--- src/rtl/ap_txn_profiler.sv ---
// Transaction profiler for NUM_CH ap_ctrl_chain handshakes: per-channel counts,
// latency statistics and stall cycles, read back through a request/response port.
module ap_txn_profiler #(
    parameter int NUM_CH = 4,
    parameter int DEPTH  = 4,
    parameter int TS_W   = 16,
    parameter int CNT_W  = 32,
    localparam int CH_W  = (NUM_CH > 1) ? $clog2(NUM_CH) : 1
) (
    input  logic              clock,
    input  logic              reset,
    input  logic              finish,
    input  logic              clear,
    input  logic [NUM_CH-1:0] ap_start,
    input  logic [NUM_CH-1:0] ap_ready,
    input  logic [NUM_CH-1:0] ap_done,
    input  logic [NUM_CH-1:0] ap_continue,
    input  logic              rd_en,
    input  logic [CH_W-1:0]   rd_ch,
    input  logic [2:0]        rd_sel,
    output logic              rd_valid,
    output logic [CNT_W-1:0]  rd_data,
    output logic              err_any
);
    localparam int PW = $clog2(DEPTH) + 1;
    localparam int AW = PW - 1;

    logic [TS_W-1:0]   ts_q;
    logic [TS_W-1:0]   fifo_q      [NUM_CH][DEPTH];
    logic [NUM_CH-1:0] fifo_we_s;
    logic [PW-1:0]     wr_ptr_q    [NUM_CH];
    logic [PW-1:0]     wr_ptr_d    [NUM_CH];
    logic [PW-1:0]     rd_ptr_q    [NUM_CH];
    logic [PW-1:0]     rd_ptr_d    [NUM_CH];
    logic [CNT_W-1:0]  started_q   [NUM_CH];
    logic [CNT_W-1:0]  started_d   [NUM_CH];
    logic [CNT_W-1:0]  completed_q [NUM_CH];
    logic [CNT_W-1:0]  completed_d [NUM_CH];
    logic [CNT_W-1:0]  stall_cyc_q [NUM_CH];
    logic [CNT_W-1:0]  stall_cyc_d [NUM_CH];
    logic [CNT_W-1:0]  last_lat_q  [NUM_CH];
    logic [CNT_W-1:0]  last_lat_d  [NUM_CH];
    logic [CNT_W-1:0]  max_lat_q   [NUM_CH];
    logic [CNT_W-1:0]  max_lat_d   [NUM_CH];
    logic [CNT_W-1:0]  min_lat_q   [NUM_CH];
    logic [CNT_W-1:0]  min_lat_d   [NUM_CH];
    logic [NUM_CH-1:0] ovf_q, ovf_d, udf_q, udf_d;
    logic              frozen_q, frozen_d;
    logic              rd_valid_q, rd_valid_d;
    logic [CNT_W-1:0]  rd_data_q, rd_data_d;
    logic              err_any_q, err_any_d;
    logic [NUM_CH-1:0] push_s, pop_s, stall_s;

    assign push_s   = ap_start & ap_ready;
    assign pop_s    = ap_done & ap_continue;
    assign stall_s  = ap_done & ~ap_continue;
    assign rd_valid = rd_valid_q;
    assign rd_data  = rd_data_q;
    assign err_any  = err_any_q;

    function automatic logic [CNT_W-1:0] sat_inc(input logic [CNT_W-1:0] v);
        return (&v) ? v : v + CNT_W'(1);
    endfunction

    // Flags occupy the top three bits; occupancy fills from bit 0 underneath them.
    function automatic logic [CNT_W-1:0] pack_status(input logic o, input logic u,
                                                     input logic f, input logic [PW-1:0] occ);
        logic [CNT_W-1:0] s;
        s            = CNT_W'(occ);
        s[CNT_W-1]   = o;
        s[CNT_W-2]   = u;
        s[CNT_W-3]   = f;
        return s;
    endfunction

    // Free-running timestamp; unaffected by freeze and clear.
    always_ff @(posedge clock or negedge reset) begin
        if (!reset) begin
            ts_q <= '0;
        end else begin
            ts_q <= ts_q + TS_W'(1);
        end
    end

    // Per-channel event processing: FIFO pointers, counters, latency stats, error flags.
    always_comb begin
        logic             empty_v;
        logic             full_v;
        logic [TS_W-1:0]  diff_v;
        logic [CNT_W-1:0] lat_v;
        empty_v   = 1'b0;
        full_v    = 1'b0;
        diff_v    = '0;
        lat_v     = '0;
        fifo_we_s = '0;
        ovf_d     = ovf_q;
        udf_d     = udf_q;
        frozen_d  = clear ? 1'b0 : (frozen_q | finish);
        for (int c = 0; c < NUM_CH; c++) begin
            wr_ptr_d[c]    = wr_ptr_q[c];
            rd_ptr_d[c]    = rd_ptr_q[c];
            started_d[c]   = started_q[c];
            completed_d[c] = completed_q[c];
            stall_cyc_d[c] = stall_cyc_q[c];
            last_lat_d[c]  = last_lat_q[c];
            max_lat_d[c]   = max_lat_q[c];
            min_lat_d[c]   = min_lat_q[c];
            empty_v = (wr_ptr_q[c] == rd_ptr_q[c]);
            full_v  = (wr_ptr_q[c][PW-1] != rd_ptr_q[c][PW-1]) &&
                      (wr_ptr_q[c][AW-1:0] == rd_ptr_q[c][AW-1:0]);
            diff_v  = ts_q - fifo_q[c][rd_ptr_q[c][AW-1:0]];
            lat_v   = empty_v ? '0 : CNT_W'(diff_v);
            if (clear) begin
                wr_ptr_d[c]    = '0;
                rd_ptr_d[c]    = '0;
                started_d[c]   = '0;
                completed_d[c] = '0;
                stall_cyc_d[c] = '0;
                last_lat_d[c]  = '0;
                max_lat_d[c]   = '0;
                min_lat_d[c]   = '1;
                ovf_d[c]       = 1'b0;
                udf_d[c]       = 1'b0;
            end else if (!frozen_q) begin
                if (push_s[c]) begin
                    started_d[c] = sat_inc(started_q[c]);
                    // A push+pop on an empty FIFO bypasses storage with zero latency.
                    if (pop_s[c] && empty_v) begin
                        fifo_we_s[c] = 1'b0;
                    end else if (full_v && !pop_s[c]) begin
                        ovf_d[c] = 1'b1;
                    end else begin
                        fifo_we_s[c] = 1'b1;
                        wr_ptr_d[c]  = wr_ptr_q[c] + PW'(1);
                    end
                end else begin
                    started_d[c] = started_q[c];
                end
                if (pop_s[c]) begin
                    completed_d[c] = sat_inc(completed_q[c]);
                    if (empty_v && !push_s[c]) begin
                        udf_d[c] = 1'b1;
                    end else begin
                        rd_ptr_d[c]   = empty_v ? rd_ptr_q[c] : rd_ptr_q[c] + PW'(1);
                        last_lat_d[c] = lat_v;
                        max_lat_d[c]  = (lat_v > max_lat_q[c]) ? lat_v : max_lat_q[c];
                        min_lat_d[c]  = (lat_v < min_lat_q[c]) ? lat_v : min_lat_q[c];
                    end
                end else begin
                    completed_d[c] = completed_q[c];
                end
                if (stall_s[c]) begin
                    stall_cyc_d[c] = sat_inc(stall_cyc_q[c]);
                end else begin
                    stall_cyc_d[c] = stall_cyc_q[c];
                end
            end else begin
                started_d[c] = started_q[c];
            end
        end
    end

    // Readout mux; samples pre-edge statistics so same-edge updates are not visible.
    always_comb begin
        rd_valid_d = rd_en & ~clear;
        rd_data_d  = '0;
        err_any_d  = clear ? 1'b0 : |(ovf_q | udf_q);
        if (rd_en && !clear && (32'(rd_ch) < NUM_CH)) begin
            case (rd_sel)
                3'd0:    rd_data_d = started_q[rd_ch];
                3'd1:    rd_data_d = completed_q[rd_ch];
                3'd2:    rd_data_d = last_lat_q[rd_ch];
                3'd3:    rd_data_d = max_lat_q[rd_ch];
                3'd4:    rd_data_d = min_lat_q[rd_ch];
                3'd5:    rd_data_d = stall_cyc_q[rd_ch];
                3'd6:    rd_data_d = pack_status(ovf_q[rd_ch], udf_q[rd_ch], frozen_q,
                                                 wr_ptr_q[rd_ch] - rd_ptr_q[rd_ch]);
                3'd7:    rd_data_d = CNT_W'(ts_q);
                default: rd_data_d = '0;
            endcase
        end else begin
            rd_data_d = '0;
        end
    end

    // Statistic, pointer, flag and readout registers.
    always_ff @(posedge clock or negedge reset) begin
        if (!reset) begin
            frozen_q   <= 1'b0;
            ovf_q      <= '0;
            udf_q      <= '0;
            rd_valid_q <= 1'b0;
            rd_data_q  <= '0;
            err_any_q  <= 1'b0;
            for (int c = 0; c < NUM_CH; c++) begin
                wr_ptr_q[c]    <= '0;
                rd_ptr_q[c]    <= '0;
                started_q[c]   <= '0;
                completed_q[c] <= '0;
                stall_cyc_q[c] <= '0;
                last_lat_q[c]  <= '0;
                max_lat_q[c]   <= '0;
                min_lat_q[c]   <= '1;
            end
        end else begin
            frozen_q   <= frozen_d;
            ovf_q      <= ovf_d;
            udf_q      <= udf_d;
            rd_valid_q <= rd_valid_d;
            rd_data_q  <= rd_data_d;
            err_any_q  <= err_any_d;
            for (int c = 0; c < NUM_CH; c++) begin
                wr_ptr_q[c]    <= wr_ptr_d[c];
                rd_ptr_q[c]    <= rd_ptr_d[c];
                started_q[c]   <= started_d[c];
                completed_q[c] <= completed_d[c];
                stall_cyc_q[c] <= stall_cyc_d[c];
                last_lat_q[c]  <= last_lat_d[c];
                max_lat_q[c]   <= max_lat_d[c];
                min_lat_q[c]   <= min_lat_d[c];
            end
        end
    end

    // Start-timestamp FIFO storage.
    always_ff @(posedge clock or negedge reset) begin
        if (!reset) begin
            for (int c = 0; c < NUM_CH; c++) begin
                for (int i = 0; i < DEPTH; i++) begin
                    fifo_q[c][i] <= '0;
                end
            end
        end else if (clear) begin
            for (int c = 0; c < NUM_CH; c++) begin
                for (int i = 0; i < DEPTH; i++) begin
                    fifo_q[c][i] <= '0;
                end
            end
        end else begin
            for (int c = 0; c < NUM_CH; c++) begin
                if (fifo_we_s[c]) begin
                    fifo_q[c][wr_ptr_q[c][AW-1:0]] <= ts_q;
                end
            end
        end
    end
endmodule

--- config.mk ---
export PLATFORM = sky130hd
export DESIGN_NAME = ap_txn_profiler
export DESIGN_NICKNAME = d
export VERILOG_FILES = /design/src/rtl/ap_txn_profiler.sv
export SDC_FILE = /design/constraint.sdc
export NUM_CORES = 2
export LEC_CHECK = 0
export CAP_MARGIN = 25
export CORE_ASPECT_RATIO = 1.5
export CORE_UTILIZATION = 35
export CTS_BUF_LIST = sky130_fd_sc_hd__clkbuf_8
export CTS_CLUSTER_DIAMETER = 100
export DETAILED_ROUTE_END_ITERATION = 7
export PLACE_DENSITY = 0.58
export SYNTH_ARGS = -nofsm -noshare
export SYNTH_HDL_FRONTEND = slang
export SYNTH_SLANG_ARGS = --single-unit
--- constraint.sdc ---
create_clock -name clock -period 5.35 [get_ports clock]
set_input_delay 1.605 -clock clock [delete_from_list [all_inputs] [get_ports clock]]
set_output_delay 1.605 -clock clock [all_outputs]
set_load 0.05 [all_outputs]
# Word-level counts from Yosys, hierarchy flattened
# Cells that the tools add are included.
# word_totals
out_inout_bits	34
word_cells	555
register_bits	1107
input_bits	26
# classes
add_sub_neg	26
n_mux	265
n_eq_ne	48
n_bitwise	17
reduce_logical	116
magnitude_cmp	22
# ops
operator	n
32-bit 2-to-1 mux	117
32-bit by 1-bit adder with 32-bit output, second input constant	12
32-bit binary-select mux with 2-bit select	6
32-bit AND reduction	12
64-bit bitwise mux	4
16-bit 2-to-1 mux	16
256-bit 2-to-1 mux	1
64-bit 2-to-1 mux	4
32-bit one-hot mux with 8 select lines	1
3-bit 2-to-1 mux	44
16-bit binary-select mux with 2-bit select	4
16-bit demux with 2-bit select	4
16-bit by 32-bit greater-than comparator with 1-bit output	4
16-bit by 32-bit < comparator with 1-bit output	4
4-bit AND reduction	20
2-bit nonzero test	32
16-bit subtractor	4
1-bit 2-to-1 mux	60
3-bit AND reduction	20
2-bit != test, second input constant	29
3-bit >= comparator, second input constant	9
2-bit NOT with 3-bit output	9
3-bit by 1-bit adder with 3-bit output, second input constant	8
1-bit logical AND	21
other kinds (21)	49

# Longest topological paths before layout
# logic_depth
ltp_word	12
depth_mapped	25
mapped_depth_nobuf	21

# Least setup slack after synthesis
# Ideal clock, no wire load.
# synth_path
kind	reg-to-reg
startpoint	register rd_ptr_q[9] (netlist name)
endpoint	register max_lat_q[101] (netlist name)
arrival_ps	5273
path_slack_ps	-54
stages_incl_launch_ff	26
synth_period_minus_slack_ps	5404
setup_ps	132
t_required_ps	5218
path_cell_list	dfrtp_1 -> buf_6 -> buf_1 -> mux4_2 -> ha_1 -> inv_1 -> fa_1 -> a21oi_1 -> o22ai_2 -> o311a_1 -> o31ai_1 -> a21oi_1 -> xnor2_1 -> nor2_1 -> ha_1 -> and4_1 -> o211ai_1 -> nor2_2 -> or4b_1 -> nand3_1 -> a211oi_1 -> a311o_1 -> buf_6 -> buf_6 -> mux2i_1 -> nor2_1
# synth_via
elab_chain_len	11
# synth_rtl
item	line	source
from (decl)	33	logic [PW-1:0] rd_ptr_q [NUM_CH];
from (signal, indexed assignment)	214	rd_ptr_q[c] <= rd_ptr_d[c];
parallel branches: the longest is 11 deep, another holds 16-bit by 32-bit greater-than comparator with 1-bit output	-	
to (signal, indexed assignment)	219	max_lat_q[c] <= max_lat_d[c];
to (decl)	43	logic [CNT_W-1:0] max_lat_q [NUM_CH];
# Parallel ways; which one is timed is not known. The select of a mux whose other input is x is not followed.
# A chain may end at the register's enable or synchronous reset.

# Worst setup path in the final report
# layout_path
startpoint	register rd_ptr_q[6] (netlist name)
endpoint	register max_lat_q[67] (netlist name)
# Same word-level chain as after synthesis.

==> metrics.txt <==
status complete, no violations; adder-cell area share of the yosys netlist 5.10%; Post-DP Area 57100 sq um; internal power 11.0 mW; Yosys reg bits 919; DR pass1 iterations 6; maximum clock insertion buffer count 3; crit path cell chain buf_4 -> mux4_2 -> ha_1 -> inv_1 -> fa_1 -> a211oi_2 -> o21ai_2 -> a31o_2 -> a21o_1 -> a41oi_1 -> xor2_1 -> nor2_2 -> ha_1 -> nand2_1 -> nor2_2 -> nand3_1 -> o32ai_1 -> a221o_1 -> o21ai_4 -> buf_12 -> mux2i_1 -> nor2_1; hpwl dp 134000 um; pwr dens 251 nW/um^2; Synth Area in Simple Gates 19.4%; Max FO, Critical Path 15; Total Wirelength 183000 um; RSZ-0062 raised after global routing yes; Synth Instances 5719; Starting Density 35.3%; IO Count 60; skew final 59.7 ps; vias per cell 5.49; PortBufs 59; non-filler instance count after layout 7939; count of pins over their slew limit 0; Die ar. 155000 sq um; vias in the first global route 43.5k; Final setup viols 0; post-synthesis sequential area ratio 43.0%; Synth-to-Final Area Change 12.5%; drt drc 0; Max Clock Freq 195 MHz; Mapped Area 53700 sq um; Mean Syn Cell Area 9.38 sq um; first-pass GRT wire length 277000 um; post-synth top area share 39.7%; worst vdd ir 0.246 mV; share of cells above drive strength 1 13.2%; R2R Path Start rd_ptr_q[6]$_DFFE_PN0P_; CTS tree done; Net Sw Power 4.22 mW; delay of the slowest critical-path stage 440 ps; wire length per cell 23.1 um; die height 482 um; sequential power share 47.1%; # H-tree levels 4; compound-gate portion of the synthesized area 10.6%; Placer Congestion 1.02; Setup Crit Path Kind reg2reg; Final Cycle Share 95.9%; R2R Setup Slk 220 ps; crit path DAT 5860 ps; Final nets 6030; Hold Path Origin min_lat_q[62]$_DFFE_PN1P_; Final min period 5130 ps; Reg clk slew, reported paths 60 ps; xor-xnor portion of the synthesized cell area 6.77%; relative slew slack 31.0%; mux contribution to synthesized area 10.8%; worst hold-check path type reg2reg; residual antenna-violating net count after detailed routing 0; design area 60400 sq um; final hold violation count 0; initial drt markers 3720; main combinational cell family by area after synthesis simple AND/OR/NAND/NOR gates; critical path required time 6080 ps; CP Launch Type flip-flop; Post-synth EDFFs 0; Setup crit start rd_ptr_q[6]$_DFFE_PN0P_; Clk pwr share 43.2%; measured slew at the worst slew-check pin 1030 ps; grt total ovfl 0; slowest CP cell dfrtp_2; largest net degree at the start of global routing 127; Core Region 152000 sq um; Lkg Pwr 25.7 nW; dominant cell type by area after synthesis dfrtp_1; Switching Share 27.8%; Die X 322 um; Logic pwr share 9.7%; Hold-fix buffers, CTS 0; most common cell in the netlist nand2_1; clk sinks 919; Synth top cells by count nand2_1, dfrtp_1, nor2_1, a21oi_1, xor2_1; Yosys cell types 107; row count 175; via count 43.6k; CTS Root Cell clkbuf_8; gr usage total 23.8%; antenna violations before repair 11; Ys Warns 0; syn nets 5960; Inst Count DP 7668; ys flop type dfrtp_1; clock insertion delay at the later pin of the skew report 920 ps; ys async rst share 100%; top post-synthesis cells by area dfrtp_1, mux4_2, nand2_1, ha_1, a21oi_1; crit end category flip-flop; Num CTS Buffers 151; max cap viols 0
[repair_timing]
action	in CTS	in global routing
setup buffers	0	3
gates resized for setup	1	35
pin swaps	0	8
endpoints found under the setup margin	2	114
[flip-flops by register name (all words and copies together), names as in the netlist, 16 cells and up]
signal / flops
completed_q: 128
fifo_q: 256
last_lat_q: 64
max_lat_q: 64
min_lat_q: 68
rd_data: 32
stall_cyc_q: 128
started_q: 128
ts_q: 16
[power groups by stage]
stage	clock network, mW	logic, mW	registers [mW]
final	6.55	1.47	7.15
after detailed placement	0	1.43	7.27
after floorplan	0	0.855	7.24
after global placement	0	1.42	7.27
after CTS	6.69	1.44	7.14
after global routing	6.97	1.61	7.14
[critical path, delay by kind of cell (launching register included)]
| family | cells | cell delay, ps |
|---|---|---|
| adder cells (fa/ha/maj) | 3 | 910 |
| buffers and inverters | 3 | 440 |
| XOR/XNOR | 1 | 140 |
| AO/OA/AOI/OAI | 8 | 1880 |
| AND/OR/NAND/NOR | 5 | 600 |
| flip-flops | 1 | 440 |
| multiplexers | 2 | 540 |
[worst paths after layout]
kind | end | cells after the start
max in group asynchronous | stall_cyc_q[112]$_DFFE_PN0P_ | 2
min in group asynchronous | completed_q[20]$_DFFE_PN0P_ | 1
setup reg to reg | max_lat_q[67]$_DFFE_PN0P_ | 22
setup / recovery | max_lat_q[67]$_DFFE_PN0P_ | 22
hold reg to reg | min_lat_q[62]$_DFFE_PN1P_ | 2
hold / removal | min_lat_q[62]$_DFFE_PN1P_ | 2
[routing by layer]
layer | wire, um | vias up | track usage [%]
li1 | - | 19900 | -
met1 | 67700 | 21900 | 26.5
met2 | 89800 | 1314 | 40.3
met3 | 8570 | 446 | 3.56
met4 | 16800 | 8 | 19.3
met5 | 58 | - | 0
[cell families (layout without fill, tap and decap cells)]
| family | after synthesis | in the layout |
|---|---|---|
| mux | 302 | 302 |
| buf+inv | 577 | 759 |
| xor+xnor | 414 | 414 |
| flops | 919 | 919 |
| simple gates | 2338 | 2338 |
| other cells | 0 | 3 |
| fa+ha+maj | 216 | 216 |
| compound gates | 953 | 953 |
[metrics by stage]
step / utilization [%] / hold slack (ps) / total power, mW / setup TNS (ps) / worst slack [ps]
3_3_place_gp: 37.6 / 476 / 8.69 / 0 / 135
3_5_place_dp: 37.6 / 488 / 8.70 / 0 / 3.26
2_1_floorplan: - / 445 / 8.10 / 0 / 42.3
4_1_cts: 39.6 / 499 / 15.3 / 0 / 36.5
5_1_grt: 39.7 / 524 / 15.7 / -60.8 / -13.6
6_report: 39.7 / 499 / 15.2 / 0 / 220
[cell type report]
cell class	instances	area, sq um
Antenna cell	3	7.51
Clock buffer	188	2590
Clock inverter	77	524
Fill cell	15100	91600
Inverter	248	932
Multi-Input combinational cell	4223	28400
Sequential cell	919	23100
Tap cell	2035	2550
Timing Repair Buffer	246	2310
[layout by cell type (no fill, tap or decap), drive strengths merged, types with 106 or more instances in the layout]
cell    instances
ha            210
mux4          220
nand3         147
nand4         106
o21ai         177
buf           191
inv           297
nand2        1047
xnor2         160
xor2          254
clkbuf        188
dfrtp         851
a21oi         504
nor2          631
No activity file was read; power rests on OpenSTA's default activity.
